===== src/rtl/axis_pkt_gen.sv =====
// axis_pkt_gen: AXI-stream traffic source.
// Emits byte-wide frames whose payload is the 1-based beat index, with
// programmable length, frame count, inter-frame gap and end-of-frame mty.
// A mid-frame abort shortens the frame and flags its final beat as dropped.
module axis_pkt_gen #(
  parameter int DATA_WIDTH = 8,
  parameter int MTY_WIDTH  = 8,
  parameter int LEN_WIDTH  = 16,
  parameter int CNT_WIDTH  = 32
) (
  input  logic                  aclk,
  input  logic                  areset,
  input  logic                  start,
  input  logic                  stop,
  input  logic                  abort_req,
  input  logic [LEN_WIDTH-1:0]  cfg_pkt_len,
  input  logic [15:0]           cfg_pkt_num,
  input  logic [7:0]            cfg_ifg,
  input  logic [MTY_WIDTH-1:0]  cfg_mty,
  output logic                  m_axis_tvalid,
  output logic [DATA_WIDTH-1:0] m_axis_tdata,
  output logic                  m_axis_tlast,
  output logic [MTY_WIDTH-1:0]  m_axis_tuser_mty,
  input  logic                  m_axis_tready,
  output logic                  m_drop_incmpt_pkt,
  output logic                  busy,
  output logic [CNT_WIDTH-1:0]  pkt_cnt,
  output logic [CNT_WIDTH-1:0]  abort_cnt
);

  typedef enum logic [1:0] {IDLE, SEND, GAP} state_t;

  state_t                state_reg;
  logic [LEN_WIDTH-1:0]  len_reg;
  logic [LEN_WIDTH-1:0]  beat_reg;
  logic [15:0]           num_reg;
  logic [15:0]           frame_reg;
  logic [7:0]            ifg_reg;
  logic [7:0]            gap_reg;
  logic [MTY_WIDTH-1:0]  mty_reg;
  logic                  stop_pend_reg;
  logic                  abort_pend_reg;
  logic                  tvalid_reg;
  logic [DATA_WIDTH-1:0] tdata_reg;
  logic                  tlast_reg;
  logic [MTY_WIDTH-1:0]  tmty_reg;
  logic                  drop_reg;
  logic                  busy_reg;
  logic [CNT_WIDTH-1:0]  pkt_cnt_reg;
  logic [CNT_WIDTH-1:0]  abort_cnt_reg;

  logic                  fire;
  logic [LEN_WIDTH-1:0]  start_len;
  logic [LEN_WIDTH-1:0]  next_beat;
  logic                  abort_now;
  logic                  last_frame;

  assign fire       = tvalid_reg && m_axis_tready;
  // A zero length would never reach tlast, so it is promoted to one beat.
  assign start_len  = (cfg_pkt_len == '0) ? LEN_WIDTH'(1) : cfg_pkt_len;
  assign next_beat  = beat_reg + LEN_WIDTH'(1);
  // An abort arriving on the same cycle as a handshake applies to the very next beat.
  assign abort_now  = abort_pend_reg || (abort_req && !tlast_reg);
  assign last_frame = ((num_reg != 16'd0) && (frame_reg + 16'd1 == num_reg))
                      || stop_pend_reg || stop;

  // Frame sequencer: all AXIS outputs and status counters are registered here.
  always_ff @(posedge aclk) begin
    if (areset) begin
      state_reg      <= IDLE;
      len_reg        <= '0;
      beat_reg       <= '0;
      num_reg        <= '0;
      frame_reg      <= '0;
      ifg_reg        <= '0;
      gap_reg        <= '0;
      mty_reg        <= '0;
      stop_pend_reg  <= 1'b0;
      abort_pend_reg <= 1'b0;
      tvalid_reg     <= 1'b0;
      tdata_reg      <= '0;
      tlast_reg      <= 1'b0;
      tmty_reg       <= '0;
      drop_reg       <= 1'b0;
      busy_reg       <= 1'b0;
      pkt_cnt_reg    <= '0;
      abort_cnt_reg  <= '0;
    end else begin
      case (state_reg)
        IDLE: begin
          if (start) begin
            len_reg        <= start_len;
            num_reg        <= cfg_pkt_num;
            ifg_reg        <= cfg_ifg;
            mty_reg        <= cfg_mty;
            frame_reg      <= '0;
            // start together with stop: run exactly one frame
            stop_pend_reg  <= stop;
            abort_pend_reg <= 1'b0;
            state_reg      <= SEND;
            busy_reg       <= 1'b1;
            tvalid_reg     <= 1'b1;
            beat_reg       <= LEN_WIDTH'(1);
            tdata_reg      <= DATA_WIDTH'(1);
            tlast_reg      <= (start_len == LEN_WIDTH'(1));
            tmty_reg       <= (start_len == LEN_WIDTH'(1)) ? cfg_mty : '0;
            drop_reg       <= 1'b0;
          end
        end

        SEND: begin
          if (stop) stop_pend_reg <= 1'b1;
          if (fire) begin
            if (tlast_reg) begin
              pkt_cnt_reg    <= pkt_cnt_reg + CNT_WIDTH'(1);
              if (drop_reg) abort_cnt_reg <= abort_cnt_reg + CNT_WIDTH'(1);
              frame_reg      <= frame_reg + 16'd1;
              abort_pend_reg <= 1'b0;
              drop_reg       <= 1'b0;
              if (last_frame) begin
                state_reg     <= IDLE;
                busy_reg      <= 1'b0;
                stop_pend_reg <= 1'b0;
                tvalid_reg    <= 1'b0;
                tdata_reg     <= '0;
                tlast_reg     <= 1'b0;
                tmty_reg      <= '0;
              end else if (ifg_reg == 8'd0) begin
                beat_reg  <= LEN_WIDTH'(1);
                tdata_reg <= DATA_WIDTH'(1);
                tlast_reg <= (len_reg == LEN_WIDTH'(1));
                tmty_reg  <= (len_reg == LEN_WIDTH'(1)) ? mty_reg : '0;
              end else begin
                state_reg  <= GAP;
                gap_reg    <= ifg_reg;
                tvalid_reg <= 1'b0;
                tdata_reg  <= '0;
                tlast_reg  <= 1'b0;
                tmty_reg   <= '0;
              end
            end else begin
              beat_reg  <= next_beat;
              tdata_reg <= DATA_WIDTH'(next_beat);
              if (abort_now) begin
                tlast_reg      <= 1'b1;
                tmty_reg       <= mty_reg;
                drop_reg       <= 1'b1;
                abort_pend_reg <= 1'b0;
              end else begin
                tlast_reg <= (next_beat == len_reg);
                tmty_reg  <= (next_beat == len_reg) ? mty_reg : '0;
                drop_reg  <= 1'b0;
              end
            end
          end else if (abort_req && !tlast_reg) begin
            // beat is stalled: defer the abort so the presented beat stays stable
            abort_pend_reg <= 1'b1;
          end
        end

        GAP: begin
          if (stop) begin
            state_reg     <= IDLE;
            busy_reg      <= 1'b0;
            stop_pend_reg <= 1'b0;
          end else if (gap_reg == 8'd1) begin
            state_reg  <= SEND;
            tvalid_reg <= 1'b1;
            beat_reg   <= LEN_WIDTH'(1);
            tdata_reg  <= DATA_WIDTH'(1);
            tlast_reg  <= (len_reg == LEN_WIDTH'(1));
            tmty_reg   <= (len_reg == LEN_WIDTH'(1)) ? mty_reg : '0;
            drop_reg   <= 1'b0;
          end else begin
            gap_reg <= gap_reg - 8'd1;
          end
        end

        default: state_reg <= IDLE;
      endcase
    end
  end

  assign m_axis_tvalid     = tvalid_reg;
  assign m_axis_tdata      = tdata_reg;
  assign m_axis_tlast      = tlast_reg;
  assign m_axis_tuser_mty  = tmty_reg;
  assign m_drop_incmpt_pkt = drop_reg;
  assign busy              = busy_reg;
  assign pkt_cnt           = pkt_cnt_reg;
  assign abort_cnt         = abort_cnt_reg;

endmodule


===== config.mk =====
export PLATFORM = sky130hd
export DESIGN_NAME = axis_pkt_gen
export DESIGN_NICKNAME = d
export VERILOG_FILES = /design/src/rtl/axis_pkt_gen.sv
export SDC_FILE = /design/constraint.sdc
export NUM_CORES = 1
export LEC_CHECK = 0
export CORE_MARGIN = 5
export CORE_UTILIZATION = 45
export DETAILED_ROUTE_END_ITERATION = 8
export HOLD_SLACK_MARGIN = 0.15
export PLACE_DENSITY = 0.71
export SLEW_MARGIN = 20
export SYNTH_ARGS = -nofsm -noshare
export SYNTH_HDL_FRONTEND = slang
export SYNTH_SLANG_ARGS = --single-unit

===== constraint.sdc =====
create_clock -name aclk -period 2.5 [get_ports aclk]
set_input_delay 0.5 -clock aclk [delete_from_list [all_inputs] [get_ports aclk]]
set_output_delay 0.5 -clock aclk [all_outputs]
set_load 0.005 [all_outputs]

Word level (Yosys, flattened, before mapping):

Cells that the tools add are included.

* bits in registers: 176
* input port bits: 54

* eq/ne operators: 23
* multiplexer cells: 88
* reduce and logical (&&, ||, !) cells: 26
* add/sub/neg operators: 5

Operators with widths (number)
* $mux 16: 11
* $mux 8: 22
* $add 32x1->32 const B: 2
* $pmux 16 s3: 1
* $pmux 8 s3: 2
* $mux 1: 36
* $add 16x1->16 const B: 2
* $eq 16x1->1 const B: 2
* $eq 16x16->1: 2
* $pmux 16 s2: 1
* $reduce_and 7->1: 3
* $ne 2x2->1 const B: 10
* $logic_not 16->1: 1
* $pmux 8 s2: 1
* $reduce_bool 16->1: 1
* $ne 3x3->1 const B: 5
* $pmux 1 s3: 5
* $mux 2: 7
* $reduce_and 4->1: 3
* $reduce_and 5->1: 2
* $eq 8x1->1 const B: 1
* $logic_not 8->1: 1
* $sub 8x1->8 const B: 1
* $pmux 2 s3: 1
* other kinds (13): 19

Longest topological paths before layout:

Gate-level depths: netlist (run 1).

* depth in word-level cells: 9
* gate-level depth with buffers: 11

Worst setup path after synthesis (run 1):

OpenSTA, ideal clock, no wires.

* path type: register -> register
* start: register beat_reg[1]
* end: register tlast_reg, in the netlist m_axis_tlast
* clock period less this slack: 2.716 ns
* slack: -0.216 ns
* required time: 2.409 ns
* path buffers: 2
* cell stages (with the launch flop): 11
* data arrival time: 2.625 ns
* cells stage by stage: dfxtp_1 > ha_1 > buf_2 > nand4_1 > or2_2 > buf_2 > nor4_2 > o21ai_0 > a2111oi_0 > a2bb2oi_1 > a311oi_1

* word-level cells in the longest chain between the ends: 6

Ends and longest elaborated chain
* from (decl): RTL line 35 `logic [LEN_WIDTH-1:0] beat_reg;`
* from (signal assigned): RTL line 142 `beat_reg <= next_beat;`
* $add 16x1->16: RTL line 61 `assign next_beat = beat_reg + LEN_WIDTH'(1);`
* $eq 16x16->1: RTL line 150 `tlast_reg <= (next_beat == len_reg);`
* $mux 1: RTL line 144 `if (abort_now) begin`
* $mux 1: RTL line 114 `if (tlast_reg) begin`
* $mux 1: RTL line 113 `if (fire) begin`
* $pmux 1 s3: RTL line 89 `case (state_reg)`
* to (signal assigned): RTL line 105 `tlast_reg <= (start_len == LEN_WIDTH'(1));`
* to (signal assigned): RTL line 131 `tlast_reg <= (len_reg == LEN_WIDTH'(1));`
* to (signal assigned): RTL line 150
* to (decl): RTL line 45 `logic tlast_reg;`

No other way between the ends. The select of a mux whose other input is x is not followed.
A chain may end at the register's enable or synchronous reset.

Worst setup path after layout (run 1):

* start: register beat_reg[0]
* end: register tmty_reg[6], in the netlist m_axis_tuser_mty[6]

* word-level cells in the longest chain between the ends: 7

Ends and longest elaborated chain
* $add 16x1->16: RTL line 61
* $eq 16x16->1: RTL line 151 `tmty_reg <= (next_beat == len_reg) ? mty_reg : '0;`
* $mux 8: RTL line 151
* $mux 8: RTL line 144
* $mux 8: RTL line 114
* $mux 8: RTL line 113
* $pmux 8 s3: RTL line 89
* to (signal assigned): RTL line 106 `tmty_reg <= (start_len == LEN_WIDTH'(1)) ? cfg_mty : '0;`
* to (signal assigned): RTL line 146 `tmty_reg <= mty_reg;`
* to (signal assigned): RTL line 151
* to (decl): RTL line 46 `logic [MTY_WIDTH-1:0] tmty_reg;`

No other way between the ends. The select of a mux whose other input is x is not followed.

==> insert_results.sql, run 1 <==
INSERT INTO impl_metrics (metric_group, metric, value, unit) VALUES
('sta', 'finalSetupViolations', '6', ''),
('routing', 'detailedRoute.firstIterationViolations', '792', ''),
('placement', 'numPlacedInstances', '1602', ''),
('logic_synthesis', 'yosysTopAreaCellShare', '0.389', ''),
('critical_path', 'cp_data_arrival_time', '2.89', 'ns'),
('floorplanning', 'floorplan.die.width', '152', 'µm'),
('cells_and_area', 'area_growth_syn_to_layout', '37.6', '%'),
('floorplanning', 'total_die_area', '23100', 'µm²'),
('critical_path', 'setup.reg_to_reg.worst_slack', '-0.05', 'ns'),
('sta', 'final.min_clock_period', '2.55', 'ns'),
('hold_path', 'hold_path.class', 'reg -> reg', ''),
('floorplanning', 'core_region_area', '19700', 'µm²'),
('critical_path', 'r2r_startpoint', 'beat_reg[0]', ''),
('logic_synthesis', 'synthesis.area', '9050', 'µm²'),
('critical_path', 'worst_setup_path_endpoint', 'm_axis_tuser_mty[6]', ''),
('grt', 'antenna_violations_before_repair', '1', ''),
('sta', 'relative_slew_slack', '0.399', ''),
('grt', 'remaining_overflow_grt', '0', ''),
('cells_and_area', 'final_nets', '1432', ''),
('critical_path', 'critical_path_class', 'reg -> reg', ''),
('critical_path', 'startpoint_type', 'register', ''),
('routing', 'routed_antenna_nets', '0', ''),
('placement', 'placed_wire_length_estimate_after_detailed_placement', '18800', 'µm'),
('hold_path', 'worstHoldPathCells', '2', ''),
('critical_path', 'reg2reg_to', 'm_axis_tuser_mty[6]', ''),
('critical_path', 'worstRegToRegCells', '10', ''),
('clock_tree', 'cts_inserted_buffers', '17', ''),
('cells_and_area', 'sequential_area', '3540', 'µm²'),
('routing', 'wire_per_inst', '16.7', 'µm'),
('clock_tree', 'clk_latency', '0.44', 'ns'),
('logic_synthesis', 'ys_seq_elements', '176', ''),
('cells_and_area', 'final_core_util', '0.634', ''),
('placement', 'port-buffer-count', '137', ''),
('clock_tree', 'cts-htree-levels', '4', ''),
('power_and_ir_drop', 'worst_ir_drop_vdd', '0.618', 'mV'),
('clock_tree', 'cts_tree', 'built', ''),
('sta', 'final_max_slew_viol_count', '0', ''),
('grt', 'grtUsageTotal', '0.223', ''),
('logic_synthesis', 'synth.avg_cell_area', '7.87', 'µm²'),
('cells_and_area', 'final-instance-count-excl-fill', '1647', ''),
('placement', 'place_congestion', '0.921', ''),
('logic_synthesis', 'synth_enable_flop_cells', '0', ''),
('floorplanning', 'die-height', '152', 'µm'),
('grt', 'grt_start_max_net_pins', '101', ''),
('logic_synthesis', 'yosys_warnings', '0', ''),
('sta', 'layout_setup_ws', '-0.0459', 'ns'),
('routing', 'count_of_tritonroute_iterations_in_the_first_routing_pass', '5', ''),
('floorplanning', 'io-pin-count', '138', ''),
('critical_path', 'worstPathRequired', '2.85', 'ns'),
('power_and_ir_drop', 'power.density', '695', 'nW/µm²'),
('clock_tree', 'clk_root_buffer_cell', 'sky130_fd_sc_hd__clkbuf_16', ''),
('routing', 'routed-via-count', '9431', ''),
('sta', 'timing_worst_slew_pin_value', '0.894', 'ns'),
('cells_and_area', 'area_of_the_multi_input_gates', '5500', 'µm²'),
('critical_path', 'timing.critical_path.fanout_max', '5', ''),
('clock_tree', 'postCtsHoldBufs', '0', ''),
('clock_tree', 'clock_sinks', '176', ''),
('grt', 'first_global_vias', '8743', ''),
('logic_synthesis', 'synth_async_sr_flop_share', '0', ''),
('logic_synthesis', 'yosys.area.top_type', 'sky130_fd_sc_hd__dfxtp_1', ''),
('routing', 'avgViaCountPerCell', '5.73', ''),
('run_status', 'status', 'finished, violations left', ''),
('logic_synthesis', 'synthesis.instances', '1150', ''),
('routing', 'drt-total-wl', '27500', 'µm'),
('logic_synthesis', 'synth_fp_nets', '1214', ''),
('run_status', 'violations_in_the_final_reports', 'negative setup slack', ''),
('sta', 'worst_clock_skew', '0.0112', 'ns'),
('cells_and_area', 'final_layout_size_suffix_gt1_frac', '0.167', ''),
('sta', 'hold_violations', '0', ''),
('logic_synthesis', 'yosys-top-cells-area', 'sky130_fd_sc_hd__dfxtp_1 39%, sky130_fd_sc_hd__nand2_1 7.5%, sky130_fd_sc_hd__a21oi_1 5.9%', ''),
('cells_and_area', 'fillerInstances', '1734', '');
## layout make-up
type / instances / share of cell area
inverter: 33 / 0.00994
tap: 265 / 0.0266
multi-input combinational: 875 / 0.441
sequential: 176 / 0.284
clock buffer: 18 / 0.0352
clock inverter: 14 / 0.0118
antenna: 1 / 0.000201
timing repair buffer: 265 / 0.191
## worst min path at each step
stage | startpoint | end | slack, ns
2_1_floorplan | mty_reg[0] | mty_reg[0] | 0.44
3_3_place_gp | m_axis_tdata[2] | m_axis_tdata[2] | 0.44
3_5_place_dp | mty_reg[1] | mty_reg[1] | 0.45
4_1_cts | m_axis_tdata[5] | m_axis_tdata[5] | 0.46
5_1_grt | mty_reg[1] | mty_reg[1] | 0.48
6_report | mty_reg[2] | mty_reg[2] | 0.46
## synthesized netlist by cell type (all sizes together), types with 4 or more instances
cell	count
a31oi	7
a21oi	106
o31ai	11
mux2i	4
and3	16
xnor2	50
or3	21
inv	31
clkbuf	49
nand3	64
o2111ai	7
and2	9
and4	12
dfxtp	176
a211oi	15
nor4	18
nor3	21
buf	19
o21a	7
nand2b	5
xor2	40
o21ai	32
o311ai	8
nor2	108
ha	10
nand2	181
a311oi	23
nand4	33
o211ai	17
## per-stage QoR
step	worst slack (ns)	total power, W	hold WS (ns)	TNS, ns	area [µm²]
floorplan	0.0131	0.00476	0.437	0	9090
global placement	-0.237	0.00575	0.442	-5.76	11400
detailed placement	-0.246	0.00577	0.447	-6.27	11400
CTS	-0.00660	0.00850	0.456	-0.00660	12100
global route	-0.117	0.00907	0.477	-0.821	12500
finish	-0.0459	0.00866	0.458	-0.148	12500
## placed cells by master (no fill, tap or decap), drive strengths merged, types with 8 or more instances in the layout
cell type      synthesis  final
o311ai                 8      8
and2                   9      9
a21oi                106    106
o31ai                 11     11
dfxtp                176    176
nand2                181    181
xnor2                 50     50
nor3                  21     21
xor2                  40     40
clkdlybuf4s50          0    136
and4                  12     12
o211ai                17     17
or3                   21     21
ha                    10     10
o21ai                 32     33
nor4                  18     18
clkbuf                49     18
and3                  16     16
nor2                 108    108
nand4                 33     33
a211oi                15     15
inv                   31     37
nand3                 64     64
clkinv                 2      8
a311oi                23     23
buf                   19    129
## cell families after synthesis
family / synth area share
xor+xnor: 0.0871
buf+inv: 0.0451
compound gates: 0.191
mux: 0.00567
flops: 0.389
fa+ha+maj: 0.0138
simple gates: 0.269
## metal layers
| layer | GRT usage | vias to the layer above | share of wire |
|---|---|---|---|
| met1 | 0.306 | 4438 | 0.45 |
| met5 | 0 | - | 0 |
| li1 | - | 4575 | - |
| met4 | 0.0715 | 0 | 0.019 |
| met2 | 0.354 | 365 | 0.46 |
| met3 | 0.0437 | 53 | 0.070 |
## report_power, final
group / total, W / internal, W / switching [W]
clock network: 0.00263 / 0.00135 / 0.00127
logic: 0.00280 / 0.00115 / 0.00165
registers: 0.00324 / 0.00302 / 0.000213
## worst max-delay path, stage by stage (launching register included)
cell	delay (ns)
sky130_fd_sc_hd__dfxtp_4	0.38
sky130_fd_sc_hd__buf_6	0.09
sky130_fd_sc_hd__nand4_1	0.21
sky130_fd_sc_hd__buf_4	0.23
sky130_fd_sc_hd__o21ai_0	0.31
sky130_fd_sc_hd__a21oi_4	0.10
sky130_fd_sc_hd__a2111oi_4	0.31
sky130_fd_sc_hd__buf_4	0.17
sky130_fd_sc_hd__o2111a_2	0.26
sky130_fd_sc_hd__a2bb2oi_4	0.12
sky130_fd_sc_hd__a311oi_1	0.28
## what timing repair did
| item | 4_1_cts | 5_1_grt |
|---|---|---|
| gates cloned | 2 | 0 |
| resized for setup | 19 | 55 |
| setup buffers | 2 | 8 |
| setup endpoints to repair | 34 | 40 |
| pin swaps | 9 | 27 |
(Power assumes the default switching activity.)
==> inputs of run 2 (changes only) <==
- CELL_PAD_IN_SITES_DETAIL_PLACEMENT: not set -> 0
- CELL_PAD_IN_SITES_GLOBAL_PLACEMENT: not set -> 1
- CORE_MARGIN: 5 -> not set
- CORE_UTILIZATION: 45 -> 37
- CTS_BUF_LIST: not set -> sky130_fd_sc_hd__clkbuf_2
- PLACE_DENSITY: 0.71 -> not set
- PLACE_DENSITY_LB_ADDON: not set -> 0.1
==> run 2 against run 1 <==
The run still ends with negative setup slack left; critical path type unchanged; first-iteration DRC count decreased by 27%; design area down 1.1%; register-to-register slack hardly changed; setup slack worse by 0.011 ns; largest power group unchanged.
==> insert_results.sql, run 2 (synthesized netlist as in run 1, its figures left out) <==
INSERT INTO impl_metrics (metric_group, metric, value, unit) VALUES
('run_status', 'status', 'finished, violations left', ''),
('run_status', 'violations_in_the_final_reports', 'negative setup slack', ''),
('floorplanning', 'floorplan.die.width', '158', 'µm'),
('clock_tree', 'max-clock-path-buffers', '2', ''),
('job', 'max_cap_viols', '0', ''),
('power_and_ir_drop', 'p_sw_frac', '0.391', ''),
('sta', 'worst_clock_skew', '0.0510', 'ns'),
('critical_path', 'cp_data_arrival_time', '3.27', 'ns'),
('routing', 'wire_per_inst', '16.1', 'µm'),
('placement', 'port-buffer-count', '137', ''),
('cells_and_area', 'most_common_cell_after_layout_fill_and_taps_aside', 'sky130_fd_sc_hd__nand2_1', ''),
('critical_path', 'critical_path_buf_inv_count', '1', ''),
('sta', 'final_max_slew_viol_count', '0', ''),
('critical_path', 'startpoint_type', 'register', ''),
('routing', 'routed-via-count', '9149', ''),
('routing', 'count_of_tritonroute_iterations_in_the_first_routing_pass', '5', ''),
('grt', 'antenna_violations_before_repair', '1', ''),
('power_and_ir_drop', 'p_switching', '0.00307', 'W'),
('cells_and_area', 'area_of_the_multi_input_gates', '5470', 'µm²'),
('critical_path', 'worstPathRequired', '3.21', 'ns'),
('critical_path', 'cpLargestDelayFamily', 'simple AND/OR/NAND/NOR gates', ''),
('sta', 'setup_repair_after_global_routing_missed_its_margin', 'yes', ''),
('cells_and_area', 'area_growth_syn_to_layout', '36.1', '%'),
('clock_tree', 'cts_inserted_buffers', '17', ''),
('routing', 'avgViaCountPerCell', '5.31', ''),
('critical_path', 'worstPathCellList', 'and3_4, a21boi_2, or4b_4, a2111oi_4, and3_4, buf_4, o21ai_4, a32o_1', ''),
('floorplanning', 'row_count', '56', ''),
('placement', 'numPlacedInstances', '1672', ''),
('sta', 'final.period_utilization', '1.02', ''),
('clock_tree', 'clk_root_buffer_cell', 'sky130_fd_sc_hd__clkbuf_2', ''),
('grt', 'first_global_vias', '8432', ''),
('placement', 'placed_wire_length_estimate_after_detailed_placement', '19600', 'µm'),
('power_and_ir_drop', 'tot_pwr', '0.00786', 'W'),
('floorplanning', 'total_die_area', '25100', 'µm²'),
('clock_tree', 'clock_sinks', '176', ''),
('critical_path', 'cp_common_cell', 'sky130_fd_sc_hd__and3_4', ''),
('critical_path', 'timing.critical_path.fanout_max', '7', ''),
('sta', 'final.min_clock_period', '2.56', 'ns'),
('clock_tree', 'worst_setup_hold_path_clk_slew', '0.29', 'ns'),
('critical_path', 'critical_path_class', 'reg -> reg', ''),
('routing', 'detailedRoute.firstIterationViolations', '578', ''),
('grt', 'grt_first_pass_wirelength', '43900', 'µm'),
('sta', 'finalSetupViolations', '17', ''),
('sta', 'hold_violations', '0', ''),
('critical_path', 'end_kind', 'register', ''),
('cells_and_area', 'final_layout_size_suffix_gt1_frac', '0.177', ''),
('routing', 'routed_antenna_nets', '0', ''),
('cells_and_area', 'fillerInstances', '2332', ''),
('floorplanning', 'die-height', '158', 'µm'),
('cells_and_area', 'sequential_area', '3540', 'µm²'),
('clock_tree', 'cts_tree', 'built', ''),
('cells_and_area', 'final_core_util', '0.519', ''),
('sta', 'timing_worst_slew_pin_value', '1.02', 'ns'),
('clock_tree', 'cts-htree-levels', '4', ''),
('floorplanning', 'start_util', '0.381', ''),
('grt', 'grt_start_max_net_pins', '55', ''),
('power_and_ir_drop', 'seq_power_share', '0.412', ''),
('power_and_ir_drop', 'power_leakage', '4.36', 'nW'),
('critical_path', 'crit_path_top_delay_cell', 'sky130_fd_sc_hd__or4b_4', ''),
('power_and_ir_drop', 'comb_power_share', '0.377', ''),
('grt', 'remaining_overflow_grt', '0', ''),
('hold_path', 'hold_path.class', 'in -> reg', ''),
('power_and_ir_drop', 'worst_ir_drop_vdd', '0.338', 'mV'),
('placement', 'place_congestion', '0.849', ''),
('clock_tree', 'clk_latency', '0.78', 'ns'),
('sta', 'total_neg_setup_slack', '-0.454', 'ns'),
('sta', 'fmax', '391', 'MHz'),
('grt', 'grtUsageTotal', '0.221', ''),
('critical_path', 'cpPeakStageDelay', '0.53', 'ns'),
('sta', 'layout_setup_ws', '-0.0572', 'ns'),
('power_and_ir_drop', 'cell_internal_pwr', '0.00479', 'W'),
('routing', 'drt-total-wl', '27700', 'µm'),
('cells_and_area', 'final-instance-count-excl-fill', '1722', ''),
('floorplanning', 'io-pin-count', '138', ''),
('power_and_ir_drop', 'pwr-share-clk', '0.211', ''),
('cells_and_area', 'highest_count_cells_in_the_layout_ignoring_fill_and_taps', '181 x sky130_fd_sc_hd__nand2_1, 167 x sky130_fd_sc_hd__dfxtp_1, 144 x sky130_fd_sc_hd__buf_4, 136 x sky130_fd_sc_hd__clkdlybuf4s50_1, 107 x sky130_fd_sc_hd__nor2_1', ''),
('cells_and_area', 'final_nets', '1453', ''),
('power_and_ir_drop', 'power.density', '638', 'nW/µm²'),
('sta', 'relative_slew_slack', '0.316', ''),
('floorplanning', 'core_region_area', '23800', 'µm²'),
('routing', 'drc_violation_count_after_routing', '0', '');
[run 2: changes by cell type in the layout (fill, tap and decap cells not counted), moves of 3 or more]
cell                        previous run  this run
sky130_fd_sc_hd__clkbuf_2              0        18
sky130_fd_sc_hd__clkbuf_16            17         0
sky130_fd_sc_hd__or3_1                18        21
sky130_fd_sc_hd__clkinv_8              3         0
sky130_fd_sc_hd__or3_4                 3         0
sky130_fd_sc_hd__buf_4               122       144
[run 2: through the flow]
step | setup WS, ns | hold WS, ns | area, µm²
finish | -0.0572 | 0.229 | 12300
detailed placement | -0.271 | 0.450 | 11600
global placement | -0.248 | 0.440 | 11600
CTS | -0.00205 | 0.178 | 12000
floorplan | 0.0131 | 0.437 | 9090
global route | -0.128 | 0.155 | 12300
[run 2: worst paths after layout]
kind / start / end / slack [ns] / cells after the start
min: cfg_pkt_num[4] / num_reg[4] / 0.23 / 3
max: frame_reg[0] / m_axis_tdata[0] / -0.06 / 8
max reg2reg: frame_reg[0] / m_axis_tdata[0] / -0.06 / 8
min reg2reg: m_axis_tdata[2] / m_axis_tdata[2] / 0.47 / 2
[run 2: power by group through the flow]
stage          Clock, W  Sequential [W]  Combinational [W]
2_1_floorplan         0         0.00323            0.00153
3_3_place_gp          0         0.00329            0.00264
3_5_place_dp          0         0.00328            0.00264
4_1_cts         0.00172         0.00324            0.00281
5_1_grt         0.00185         0.00327            0.00320
6_report        0.00166         0.00324            0.00296
[run 2: cell type report]
cell class | instances | area share
clock inverters | 14 | 0.0137
diodes | 1 | 0.000203
flip-flops and latches | 176 | 0.287
inverters | 33 | 0.0101
well taps | 319 | 0.0324
repair buffers | 286 | 0.205
clock buffers | 18 | 0.00731
multi-input cells | 875 | 0.444
[run 2: tightest hold or removal path, delay by kind of cell]
| kind | cells | cell delay, ns |
|---|---|---|
| compound gates | 1 | 0.05 |
| simple gates | 1 | 0.06 |
| buf+inv | 1 | 0.40 |
[run 2: what timing repair did]
| action | 4_1_cts | 5_1_grt |
|---|---|---|
| hold endpoints to repair | 12 | 0 |
| hold buffers | 1 | 0 |
| setup endpoints to repair | 34 | 45 |
| pin swaps | 11 | 30 |
| gates cloned | 2 | 0 |
| gates resized for setup | 20 | 47 |
| buffers inserted | 7 | 7 |
[run 2: per-layer routing]
metal	up-vias	track usage	wire length, µm
li1	4606	-	-
met1	4339	0.311	13600
met2	185	0.354	12600
met3	19	0.0332	1120
met4	0	0.0527	315
met5	-	0	0
==> inputs of run 3 (changes only) <==
- RECOVER_POWER: not set -> 50
- clock period: 2.5 -> 2.05 ns (I/O delays scaled with it)
==> run 3 against run 2 <==
The run still ends with negative setup slack left; clock power rose by 16%; count of clock-buffer cells in the layout fell by 1; register-to-register slack got worse by 0.47 ns; sequential power rose by 22%; power rose by 32%; die area did not move; combinational power rose by 52%; first-iteration DRC count fell by 12%; critical path type unchanged; critical endpoint is now gap_reg[4].
==> insert_results.sql, run 3 (synthesized netlist as in run 1, its figures left out) <==
INSERT INTO impl_metrics (metric_group, metric, value, unit) VALUES
('floorplanning', 'io-pin-count', '138', ''),
('critical_path', 'cpLargestDelayFamily', 'simple AND/OR/NAND/NOR gates', ''),
('clock_tree', 'cts_tree', 'built', ''),
('grt', 'globalRouteMet3Util', '0.0416', ''),
('critical_path', 'worstPathRequired', '2.76', 'ns'),
('critical_path', 'setup.reg_to_reg.worst_slack', '-0.53', 'ns'),
('grt', 'grtUsageTotal', '0.241', ''),
('run_status', 'violations_in_the_final_reports', 'negative setup slack', ''),
('sta', 'worst_clock_skew', '0.0511', 'ns'),
('sta', 'finalSetupViolations', '46', ''),
('critical_path', 'timing.critical_path.fanout_max', '5', ''),
('grt', 'grt_use_met1', '0.327', ''),
('critical_path', 'end_kind', 'register', ''),
('grt', 'first_global_vias', '9534', ''),
('placement', 'place_congestion', '0.864', ''),
('cells_and_area', 'final-instance-count-excl-fill', '1924', ''),
('placement', 'placement.cell_area', '12500', 'µm²'),
('critical_path', 'r2r_startpoint', 'frame_reg[1]', ''),
('placement', 'numPlacedInstances', '1770', ''),
('floorplanning', 'floorplan.die.width', '158', 'µm'),
('critical_path', 'critical_path_class', 'reg -> reg', ''),
('sta', 'total_neg_setup_slack', '-17.72', 'ns'),
('clock_tree', 'max-clock-path-buffers', '2', ''),
('critical_path', 'reg2reg_to', 'gap_reg[4]', ''),
('cells_and_area', 'final_nets', '1655', ''),
('routing', 'avgViaCountPerCell', '5.19', ''),
('sta', 'final.min_clock_period', '2.58', 'ns'),
('placement', 'placement_setup_slack', '-0.548', 'ns'),
('clock_tree', 'clock_sinks', '176', ''),
('run_status', 'status', 'finished, violations left', ''),
('floorplanning', 'total_die_area', '25100', 'µm²'),
('hold_path', 'worstHoldPathCells', '3', ''),
('sta', 'final_max_slew_viol_count', '0', ''),
('sta', 'layout_setup_ws', '-0.528', 'ns'),
('routing', 'wire_per_inst', '15.7', 'µm'),
('hold_path', 'hold_path.startpoint', 'cfg_ifg[2]', ''),
('critical_path', 'crit_path_top_delay_cell', 'sky130_fd_sc_hd__or4b_4', ''),
('power_and_ir_drop', 'power_leakage', '5.92', 'nW'),
('power_and_ir_drop', 'power.density', '720', 'nW/µm²'),
('routing', 'routed-via-count', '9987', ''),
('placement', 'port-buffer-count', '137', ''),
('routing', 'detailedRoute.firstIterationViolations', '511', ''),
('sta', 'relative_slew_slack', '0.613', ''),
('clock_tree', 'clk_latency', '0.79', 'ns'),
('grt', 'grt_first_pass_wirelength', '47900', 'µm'),
('grt', 'use_met2', '0.392', ''),
('critical_path', 'critical_path_buf_inv_count', '2', ''),
('sta', 'setup_repair_after_global_routing_missed_its_margin', 'yes', ''),
('cells_and_area', 'post-route-cell-area', '14400', 'µm²'),
('routing', 'routed_antenna_nets', '0', ''),
('grt', 'remaining_overflow_grt', '0', ''),
('routing', 'count_of_tritonroute_iterations_in_the_first_routing_pass', '5', ''),
('floorplanning', 'core_region_area', '23800', 'µm²'),
('clock_tree', 'clk_root_buffer_cell', 'sky130_fd_sc_hd__clkbuf_2', ''),
('routing', 'drc_violation_count_after_routing', '0', ''),
('floorplanning', 'die-height', '158', 'µm'),
('cells_and_area', 'final_layout_size_suffix_gt1_frac', '0.348', ''),
('cells_and_area', 'highest_count_cells_in_the_layout_ignoring_fill_and_taps', '300 x sky130_fd_sc_hd__buf_4, 180 x sky130_fd_sc_hd__nand2_1, 102 x sky130_fd_sc_hd__nor2_1, 100 x sky130_fd_sc_hd__a21oi_1', ''),
('clock_tree', 'worst_setup_hold_path_clk_slew', '0.30', 'ns'),
('critical_path', 'startpoint_type', 'register', ''),
('critical_path', 'worstRegToRegCells', '9', ''),
('cells_and_area', 'most_common_cell_after_layout_fill_and_taps_aside', 'sky130_fd_sc_hd__buf_4', ''),
('clock_tree', 'cts_inserted_buffers', '17', ''),
('grt', 'antenna_violations_before_repair', '1', ''),
('critical_path', 'cp_data_arrival_time', '3.28', 'ns'),
('power_and_ir_drop', 'worst_ir_drop_vdd', '0.406', 'mV'),
('cells_and_area', 'area_growth_syn_to_layout', '59.1', '%'),
('sta', 'final.period_utilization', '1.26', ''),
('job', 'max_cap_viols', '0', ''),
('sta', 'fmax', '388', 'MHz'),
('routing', 'drt-total-wl', '30200', 'µm'),
('placement', 'placed_wire_length_estimate_after_detailed_placement', '20000', 'µm'),
('sta', 'timing_worst_slew_pin_value', '0.580', 'ns'),
('cells_and_area', 'fillerInstances', '2201', ''),
('floorplanning', 'row_count', '56', ''),
('grt', 'grt_start_max_net_pins', '107', ''),
('clock_tree', 'cts-htree-levels', '4', ''),
('sta', 'hold_violations', '0', ''),
('cells_and_area', 'final_core_util', '0.606', ''),
('hold_path', 'hold_path.class', 'in -> reg', ''),
('hold_path', 'whs_endpoint', 'ifg_reg[2]', ''),
('critical_path', 'worstPathCellList', 'and3_4, a21boi_2, or4b_4, a2111oi_4, and3_4, buf_6, a2bb2oi_4, buf_6, o31ai_2', ''),
('grt', 'global_route.peak_usage_layer', 'met2', ''),
('floorplanning', 'start_util', '0.381', ''),
('critical_path', 'cpPeakStageDelay', '0.50', 'ns');
## run 3: area by class of cell
cell class	instances	area [µm²]	share of cell area
repair buffers	489	4190	0.291
diodes	1	2.50	0.000174
well taps	319	399	0.0277
flip-flops and latches	176	3680	0.256
clock inverters	15	169	0.0117
multi-input cells	874	5750	0.399
inverters	33	126	0.00877
clock buffers	17	85.1	0.00591
## run 3: worst max-delay path by stage
stage / from / endpoint / slack [ns] / cells past startpoint
after floorplan: frame_reg[2] / gap_reg[1] / -0.34 / 9
after global placement: start / beat_reg[4] / -0.47 / 9
after detailed placement: frame_reg[1] / beat_reg[8] / -0.55 / 9
after CTS: frame_reg[0] / busy / -0.46 / 9
after global routing: beat_reg[0] / m_axis_tuser_mty[4] / -0.60 / 11
final: frame_reg[1] / gap_reg[4] / -0.53 / 9
## run 3: through the flow
stage	total power (W)	hold slack [ns]
3_3_place_gp	0.00774	0.442
6_report	0.0104	0.192
3_5_place_dp	0.00775	0.447
2_1_floorplan	0.00586	0.437
4_1_cts	0.0102	0.153
5_1_grt	0.0109	0.164
## run 3: per-layer routing
layer  up-vias  part of all wire
met4         0             0.015
met2       217              0.46
met1      4733              0.47
li1       5001                 -
met3        36             0.046
met5         -                 0
## run 3: worst register-to-register path, cell delays in order (launching register included)
cell,delay (ns)
sky130_fd_sc_hd__dfxtp_4,0.44
sky130_fd_sc_hd__and3_4,0.20
sky130_fd_sc_hd__a21boi_2,0.06
sky130_fd_sc_hd__or4b_4,0.50
sky130_fd_sc_hd__a2111oi_4,0.41
sky130_fd_sc_hd__and3_4,0.29
sky130_fd_sc_hd__buf_6,0.14
sky130_fd_sc_hd__a2bb2oi_4,0.25
sky130_fd_sc_hd__buf_6,0.17
sky130_fd_sc_hd__o31ai_2,0.06
## run 3: timing repair
action | 4_1_cts | 5_1_grt
gates resized for setup | 246 | 76
hold buffers | 25 | 0
endpoints found under the hold margin | 34 | 0
endpoints found under the setup margin | 128 | 78
buffers inserted | 80 | 16
pin swaps | 35 | 41
gates cloned | 2 | 0
## run 3: where the power goes
part           switching [W]  internal (W)
clock network        0.00151      0.000420
logic                0.00234       0.00216
registers           0.000233       0.00371
total                0.00408       0.00629
==> edit (flow settings as in run 1) <==
`DATA_WIDTH`: 8 -> 12.
--- a/src/rtl/axis_pkt_gen.sv
+++ b/src/rtl/axis_pkt_gen.sv
@@ -3,7 +3,7 @@
 // programmable length, frame count, inter-frame gap and end-of-frame mty.
 // A mid-frame abort shortens the frame and flags its final beat as dropped.
 module axis_pkt_gen #(
-  parameter int DATA_WIDTH = 8,
+  parameter int DATA_WIDTH = 12,
   parameter int MTY_WIDTH  = 8,
   parameter int LEN_WIDTH  = 16,
   parameter int CNT_WIDTH  = 32
Interface: changed (resized m_axis_tdata); port bits go from 138 to 142. The function was not compared with the original's and may differ.
==> edit against run 1 <==
- the run still ends with negative setup slack left
- power up 7.5%
- die area increased by 1.9%
- clock skew grew 0.00073 ns
- cell area is 5.1% higher
- synthesized cell count is 0.61% higher
- setup slack worse by 0.013 ns
- fmax decreased by 0.50%
- non-clock buffer count rose by 24
- synthesized area is 2.0% higher
- sequential cell count up 4
- clock power rose by 8.0%
- wire length is 2.3% lower
- critical path type unchanged
- largest cell class unchanged
==> edit: results (changes against run 1) <==
status=complete, but fails checks (unchanged); failing checks=negative setup slack (unchanged); Switching Share=35.3% (was 36.2%); # clk buffers=17 (was 18); Worst Slack Setup Final=-0.0587 ns (was -0.0459 ns); Static Leak=4.75 nW (was 4.41 nW); CP endpoint=beat_reg[14] (was m_axis_tuser_mty[6]); GRT Overall Usage=20.9% (was 22.3%); Final HPWL DP=18.4 mm (was 18.8 mm); inverter count=29 (was 33); Antenna diodes=0 (was 1); crit path max fanout=8 (was 5); synthesized instance count=1,157 (was 1,150); hold slack=0.446 ns (was 0.458 ns); Post-synth top cells=183 x nand2_1, 180 x dfxtp_1, 126 x a21oi_1 (was 181 x nand2_1, 176 x dfxtp_1, 108 x nor2_1); port bufs=141 (was 137); final setup TNS=-0.449 ns (was -0.148 ns); clk tree area frac=4.86% (was 4.71%); multi-input combinational area share=43.6% (was 44.1%); DRT iter0 DRCs=718 (was 792); Worst Max-Slew Pin Slew=0.674 ns (was 0.894 ns); top cells by area, synth=dfxtp_1 39%, nand2_1 7.4%, a21oi_1 6.8% (was dfxtp_1 39%, nand2_1 7.5%, a21oi_1 5.9%); synthesized flop and latch total=180 (was 176); Final setup viols=18 (was 6); Cell variety after synth=76 (was 65); Seq/Total Area, Yosys=39.0% (was 38.9%); routed via count=9,326 (was 9,431); GP Congestion=0.923 (was 0.921); via/cell ratio=5.54 (was 5.73); placed instance count=1,633 (was 1,602); non-clk buf share=20.4% (was 19.1%); Power Density=711 nW/µm² (was 695 nW/µm²); maximum vdd drop=0.582 mV (was 0.618 mV); Worst Hold Launch=areset (was mty_reg[2]); synthesis-to-finish area growth=41.9% (was 37.6%); layout cell share with drive strength beyond 1=21.1% (was 16.7%); Register Area=3630 µm² (was 3540 µm²); final net count=1,464 (was 1,432); dpl ws=-0.223 ns (was -0.246 ns); multi-input gates=883 (was 875); drt total wl=26.8 mm (was 27.5 mm)
-- edit: power groups by stage --
stage	clock network [mW]	registers [mW]	logic [mW]
2_1_floorplan	0	3.34	1.61
3_3_place_gp	0	3.38	2.59
3_5_place_dp	0	3.38	2.63
4_1_cts	2.89	3.32	2.73
5_1_grt	3.02	3.37	3.36
6_report	2.84	3.34	3.13
-- edit: layer usage --
layer	part of all wire (%)	vias up	global-route usage (%)	routed length, µm
li1	-	4587	-	-
met1	43	4357	26.8	11500
met2	48	315	35.0	12900
met3	6.3	65	4.64	1700
met4	2.8	2	6.92	760
met5	0.048	-	0	13
-- edit: what timing repair did --
action | in CTS | in global routing
endpoints found under the setup margin | 38 | 68
pin swaps | 13 | 30
resized for setup | 32 | 83
setup buffers | 3 | 12
gates cloned | 0 | 3
-- edit: kinds of logic after synthesis --
logic type / share of synthesized area (%)
mux: 0.542
compound gates: 18.5
fa+ha+maj: 1.35
buf+inv: 4.35
simple gates: 27.5
flops: 39.0
xor+xnor: 8.73
